### config.mk
export PLATFORM = sky130hd
export DESIGN_NAME = motion_seq
export DESIGN_NICKNAME = d
export VERILOG_FILES = /design/src/rtl/motion_pkg.sv /design/src/rtl/seg_fifo.sv /design/src/rtl/motion_seq.sv
export SDC_FILE = /design/constraint.sdc
export NUM_CORES = 1
export LEC_CHECK = 0
export ABC_AREA = 1
export CORE_ASPECT_RATIO = 1.25
export CORE_UTILIZATION = 45
export DETAILED_ROUTE_END_ITERATION = 16
export PLACE_DENSITY = 0.7
export SLEW_MARGIN = 10
export SYNTH_ARGS = -nofsm -noshare
export SYNTH_HDL_FRONTEND = slang
export SYNTH_HIERARCHICAL = 1
export SYNTH_SLANG_ARGS = --single-unit
### constraint.sdc
create_clock -name clk -period 5.4 [get_ports clk]
set_input_delay 1.08 -clock clk [delete_from_list [all_inputs] [get_ports clk]]
set_output_delay 1.08 -clock clk [all_outputs]
set_load 0.02 [all_outputs]
### src/rtl/motion_pkg.sv
// Shared types for the motion segment scheduler: FSM states and the queued segment record.
package motion_pkg;

    typedef enum logic [1:0] {
        ST_IDLE,
        ST_RUN,
        ST_SETPOS
    } state_e;

    localparam int unsigned SEG_W            = 64;
    localparam int unsigned TICK_DIV_DEFAULT = 1000;

    typedef struct packed {
        logic signed [31:0] vel;
        logic        [31:0] dur;
    } seg_t;

endpackage

### src/rtl/seg_fifo.sv
// Zero-latency segment FIFO: head is always presented, push/pop/flush, registered count and ready.
module seg_fifo
    import motion_pkg::*;
#(
    parameter int unsigned DEPTH = 8
) (
    input  logic                     clk,
    input  logic                     reset,
    input  logic                     push,
    input  logic                     pop,
    input  logic                     flush,
    input  logic [SEG_W-1:0]         wdata,
    output logic [SEG_W-1:0]         head,
    output logic [$clog2(DEPTH):0]   count,
    output logic                     ready
);

    localparam int unsigned AW = $clog2(DEPTH);
    localparam int unsigned CW = AW + 1;

    logic [SEG_W-1:0] mem_q [DEPTH];
    logic [AW-1:0]    wr_ptr_q, wr_ptr_d;
    logic [AW-1:0]    rd_ptr_q, rd_ptr_d;
    logic [CW-1:0]    count_q, count_d;
    logic             ready_q, ready_d;
    logic             do_push, do_pop;

    // Ready reflects the pre-cycle count, so a full queue refuses a push even when popping.
    always_comb begin
        do_push  = push && ready_q && !flush;
        do_pop   = pop && (count_q != '0) && !flush;
        wr_ptr_d = wr_ptr_q;
        rd_ptr_d = rd_ptr_q;
        count_d  = count_q;
        if (flush) begin
            wr_ptr_d = '0;
            rd_ptr_d = '0;
            count_d  = '0;
        end else begin
            if (do_push) wr_ptr_d = wr_ptr_q + AW'(1);
            if (do_pop)  rd_ptr_d = rd_ptr_q + AW'(1);
            if (do_push && !do_pop)      count_d = count_q + CW'(1);
            else if (!do_push && do_pop) count_d = count_q - CW'(1);
        end
        ready_d = (count_d < CW'(DEPTH));
    end

    always_ff @(posedge clk) begin
        if (reset) begin
            wr_ptr_q <= '0;
            rd_ptr_q <= '0;
            count_q  <= '0;
            ready_q  <= 1'b1;
        end else begin
            wr_ptr_q <= wr_ptr_d;
            rd_ptr_q <= rd_ptr_d;
            count_q  <= count_d;
            ready_q  <= ready_d;
        end
    end

    always_ff @(posedge clk) begin
        if (do_push) mem_q[wr_ptr_q] <= wdata;
    end

    assign head  = mem_q[rd_ptr_q];
    assign count = count_q;
    assign ready = ready_q;

endmodule

### src/rtl/motion_seq.sv
// Segment scheduler for one step_gen channel: plays queued (velocity, duration) segments
// back-to-back, zeroes velocity when drained, and grants position presets only when idle.
module motion_seq
    import motion_pkg::*;
#(
    parameter int unsigned DEPTH    = 8,
    parameter int unsigned TICK_DIV = TICK_DIV_DEFAULT
) (
    input  logic                     clk,
    input  logic                     reset,
    input  logic                     seg_valid,
    output logic                     seg_ready,
    input  logic [31:0]              seg_vel,
    input  logic [31:0]              seg_dur,
    input  logic                     setpos_req,
    input  logic [31:0]              setpos_value,
    input  logic                     abort,
    output logic [31:0]              velocity,
    output logic [31:0]              data_in,
    output logic                     set_position,
    output logic                     busy,
    output logic [$clog2(DEPTH):0]   count,
    output logic                     seg_done,
    output logic                     setpos_err
);

    localparam int unsigned TW = (TICK_DIV > 1) ? $clog2(TICK_DIV) : 1;
    localparam logic [TW-1:0] TICK_LAST = TW'(TICK_DIV - 1);

    state_e           state_q, state_d;
    logic [31:0]      vel_q, vel_d;
    logic [31:0]      data_q, data_d;
    logic             setpos_q, setpos_d;
    logic             busy_q, busy_d;
    logic             done_q, done_d;
    logic             err_q, err_d;
    logic             zdone_q, zdone_d;
    logic [TW-1:0]    tick_q, tick_d;
    logic [31:0]      rem_q, rem_d;
    logic             pop;
    logic [SEG_W-1:0] head_raw;
    seg_t             head;

    assign head = seg_t'(head_raw);

    seg_fifo #(.DEPTH(DEPTH)) u_fifo (
        .clk   (clk),
        .reset (reset),
        .push  (seg_valid && !abort),
        .pop   (pop),
        .flush (abort),
        .wdata ({seg_vel, seg_dur}),
        .head  (head_raw),
        .count (count),
        .ready (seg_ready)
    );

    // A zero-duration segment popped at a RUN boundary gets its own done pulse one cycle later.
    always_comb begin
        state_d  = state_q;
        vel_d    = vel_q;
        data_d   = data_q;
        setpos_d = 1'b0;
        done_d   = zdone_q;
        err_d    = 1'b0;
        zdone_d  = 1'b0;
        tick_d   = tick_q;
        rem_d    = rem_q;
        pop      = 1'b0;

        unique case (state_q)
            ST_IDLE: begin
                if (count != '0) begin
                    pop   = 1'b1;
                    err_d = setpos_req;
                    if (head.dur != '0) begin
                        vel_d   = head.vel;
                        rem_d   = head.dur;
                        tick_d  = '0;
                        state_d = ST_RUN;
                    end else begin
                        done_d = 1'b1;
                    end
                end else if (setpos_req) begin
                    data_d   = setpos_value;
                    setpos_d = 1'b1;
                    state_d  = ST_SETPOS;
                end
            end
            ST_SETPOS: begin
                err_d   = setpos_req;
                state_d = ST_IDLE;
            end
            ST_RUN: begin
                err_d = setpos_req;
                if (tick_q == TICK_LAST) begin
                    tick_d = '0;
                    rem_d  = rem_q - 32'd1;
                    if (rem_q == 32'd1) begin
                        done_d = 1'b1;
                        if (count != '0) begin
                            pop = 1'b1;
                            if (head.dur != '0) begin
                                vel_d = head.vel;
                                rem_d = head.dur;
                            end else begin
                                vel_d   = '0;
                                zdone_d = 1'b1;
                                state_d = ST_IDLE;
                            end
                        end else begin
                            vel_d   = '0;
                            state_d = ST_IDLE;
                        end
                    end
                end else begin
                    tick_d = tick_q + TW'(1);
                end
            end
            default: state_d = ST_IDLE;
        endcase

        if (abort) begin
            state_d  = ST_IDLE;
            vel_d    = '0;
            setpos_d = 1'b0;
            done_d   = 1'b0;
            err_d    = 1'b0;
            zdone_d  = 1'b0;
            tick_d   = '0;
            rem_d    = '0;
            pop      = 1'b0;
        end

        busy_d = (state_d == ST_RUN);
    end

    always_ff @(posedge clk) begin
        if (reset) begin
            state_q  <= ST_IDLE;
            vel_q    <= '0;
            data_q   <= '0;
            setpos_q <= 1'b0;
            busy_q   <= 1'b0;
            done_q   <= 1'b0;
            err_q    <= 1'b0;
            zdone_q  <= 1'b0;
            tick_q   <= '0;
            rem_q    <= '0;
        end else begin
            state_q  <= state_d;
            vel_q    <= vel_d;
            data_q   <= data_d;
            setpos_q <= setpos_d;
            busy_q   <= busy_d;
            done_q   <= done_d;
            err_q    <= err_d;
            zdone_q  <= zdone_d;
            tick_q   <= tick_d;
            rem_q    <= rem_d;
        end
    end

    assign velocity     = vel_q;
    assign data_in      = data_q;
    assign set_position = setpos_q;
    assign busy         = busy_q;
    assign seg_done     = done_q;
    assign setpos_err   = err_q;

endmodule

==> qor.yml <==
num_rows: 100
p_leak_nw: 12.2
slew_violations: 0
path_max_fanout: 156
drc: 0
root_buffer: "clkbuf_16"
synth_flop_cell: "edfxtp_1"
die-area_um2: 61700
ys_ff_latch: 639
cts_resized: 0
clk_pin_slew_ps: 60
drtAntennaViolNets: 0
status: "finished, final reports clean"
die_w_um: 222
hold_buffers: 0
setup_viol: 0
path_class: "reg2reg"
via_count: 19700
first_iter_violations: 1651
grt_setup_unrepaired: "false"
synth_area_per_cell_um2: 9.70
netlist.area_leader.share_pct: 56.3
syn-num-nets: 2930
seq_area_frac_synth_pct: 65.6
synth_cells: 2817
async_reset_ff_share_pct: 0
period_minus_slack_ps: 4120
hold_viol: 0
max_freq_mhz: 243
start_kind: "flop"
synth.largest_area_cell: "edfxtp_1"
worstPathArrival_ps: 4660
layout-drive-gt1-share_pct: 5.88
fp.coreArea_um2: 59800
wl_um: 65600
fin_util_pct: 53.1
synth.area.top_cells: "edfxtp_1, nand2_1, dfxtp_1, nor2_1, o21ai_0"
r2r_cells: 19
drt-vias-per-instance: 5.24
initial_core_util_pct: 45.7
dpl.hpwl_um: 37600
synth_common_cells: "nand2_1, edfxtp_1, nor2_1, o21ai_0, dfxtp_1"
endpoint_kind: "flop"
skew_ps: 31.7
synth_cell_type_count: 43
insertion_delay_ps: 650
netlist_area_um2: 27300
p_per_area_nw_per_um2: 332
io_buffers: 173
cts_max_path_buffers: 3
period_share_pct: 76.3
cp_data_required_time_ps: 5940
tightest_slew_ps: 1010
synth_most_common_cell: "nand2_1"
fin_tns_setup_ps: 0
tritoncts: "yes"
post_cts_buffers: 0
hp-class: "reg2reg"
pin_count: 174
numClockSinks: 639
die_y_um: 278
grt.overflow.total: 0
max_slew_margin_pct: 32.3
yosysWarningCount: 6
grt_pass1_vias: 19400
area_delta_synth_final_pct: 16.3
nets: 3052
vdd_drop_max_uv: 255
grt_max_degree: 157
antenna_found_initial: 4
drv_cap: 0
place_congestion: 0.893
synth_edf_count: 512
cts-htree-levels: 2
grt_pass1_wl_um: 104000
wl_per_cell_um: 17.4
track_usage_pct: 21.2
whs_path_depth: 2
firstDrtPassIters: 8
numCtsBuffers: 61
flip-flops by register name, indices dropped and copies added (netlist names), 2 cells and up, named ones only:
name,count
u_fifo/mem_q,512
data_in,32
rem_q,32
velocity,32
tick_q,10
u_fifo/count,4
u_fifo/rd_ptr_q,3
u_fifo/wr_ptr_q,3
state_q,2
path summary, 6_finish.rpt:
path | start | to | slack (ps)
max | flop | rem_q[11] | 1280
min | rem_q[1] | rem_q[1] | 460
max reg2reg | flop | rem_q[11] | 1280
min reg2reg | rem_q[1] | rem_q[1] | 460
layout by cell type (no fill, tap or decap), types with 3 or more instances in the layout:
cell type	Yosys	layout
clkinv_4	0	3
ha_1	12	12
a21oi_1	54	54
nand2_2	6	6
inv_2	5	4
buf_12	0	7
nor2_1	466	458
dfxtp_1	127	124
nand2_1	937	937
nand3_1	98	98
nor3_1	7	7
inv_1	117	116
clkbuf_8	0	9
clkinv_1	0	6
o21ai_1	56	56
nand2_4	3	3
clkinv_2	0	14
xor2_1	14	14
nand4_1	11	11
nor2_2	9	9
nor2_4	3	11
xnor2_1	14	14
buf_4	27	18
bufinv_16	0	8
clkbuf_16	0	63
clkdlybuf4s50_1	0	173
clkbuf_1	64	7
o21ai_0	204	204
inv_6	0	3
edfxtp_1	512	512
kinds of logic after synthesis:
| group | after synthesis | share of synthesized area [%] |
|---|---|---|
| DFF | 639 | 65.6 |
| and+or+nand+nor | 1552 | 22.4 |
| buffers and inverters | 262 | 4.50 |
| adders and majority gates | 12 | 0.549 |
| xor gates and xnor gates | 28 | 0.897 |
| AOI/OAI and AO/OA | 324 | 6.07 |
cell type report:
class	instances	area (um2)
Antenna cell	2	5.00
Clock buffer	79	1730
Clock inverter	37	453
Fill cell	5154	28000
Inverter	123	470
Multi-Input combinational cell	1916	8240
Sequential cell	639	17900
Tap cell	765	957
Timing Repair Buffer	198	2010
power breakdown:
group	total, mW	switching [mW]	internal, mW
Combinational	0.627	0.386	0.241
Clock	4.54	1.89	2.66
Sequential	5.39	0.0286	5.36
stage by stage:
step / hold WS [ps] / std cells / power, mW / cell area, um2 / setup WS [ps]
floorplan: 426 / 2817 / 5.86 / 27300 / 624
global route: 475 / 3757 / 10.9 / 31800 / 873
CTS: 463 / 3757 / 10.6 / 31800 / 1250
detailed placement: 452 / 3641 / 6.12 / 29600 / 1260
finish: 460 / 3759 / 10.6 / 31800 / 1280
global placement: 440 / 3641 / 6.11 / 29600 / 1320
per-layer routing:
metal	up-vias	track usage, %	part of all wire, %
li1	9539	-	-
met2	611	36.7	50
met1	9405	26.6	41
met5	-	0	0.088
met3	131	3.62	5.9
met4	8	7.29	2.9
critical path, cell delays in order (launching register included):
cell and delay [ps]:
dfxtp_4 710, buf_12 570, nor2_1 110, nor2_1 100
o21ai_0 110, nand2_1 110, nand2_1 50, nand2_1 160
nor2_1 100, nand2_1 70, nor2_1 60, nand2_1 270
o21ai_4 110, nand2_2 70, buf_4 390, nand2_2 490
nand2_1 180, nand2_1 70, nand2_1 70, nand2_1 60
Note: power is estimated with default switching activity, not from simulation.
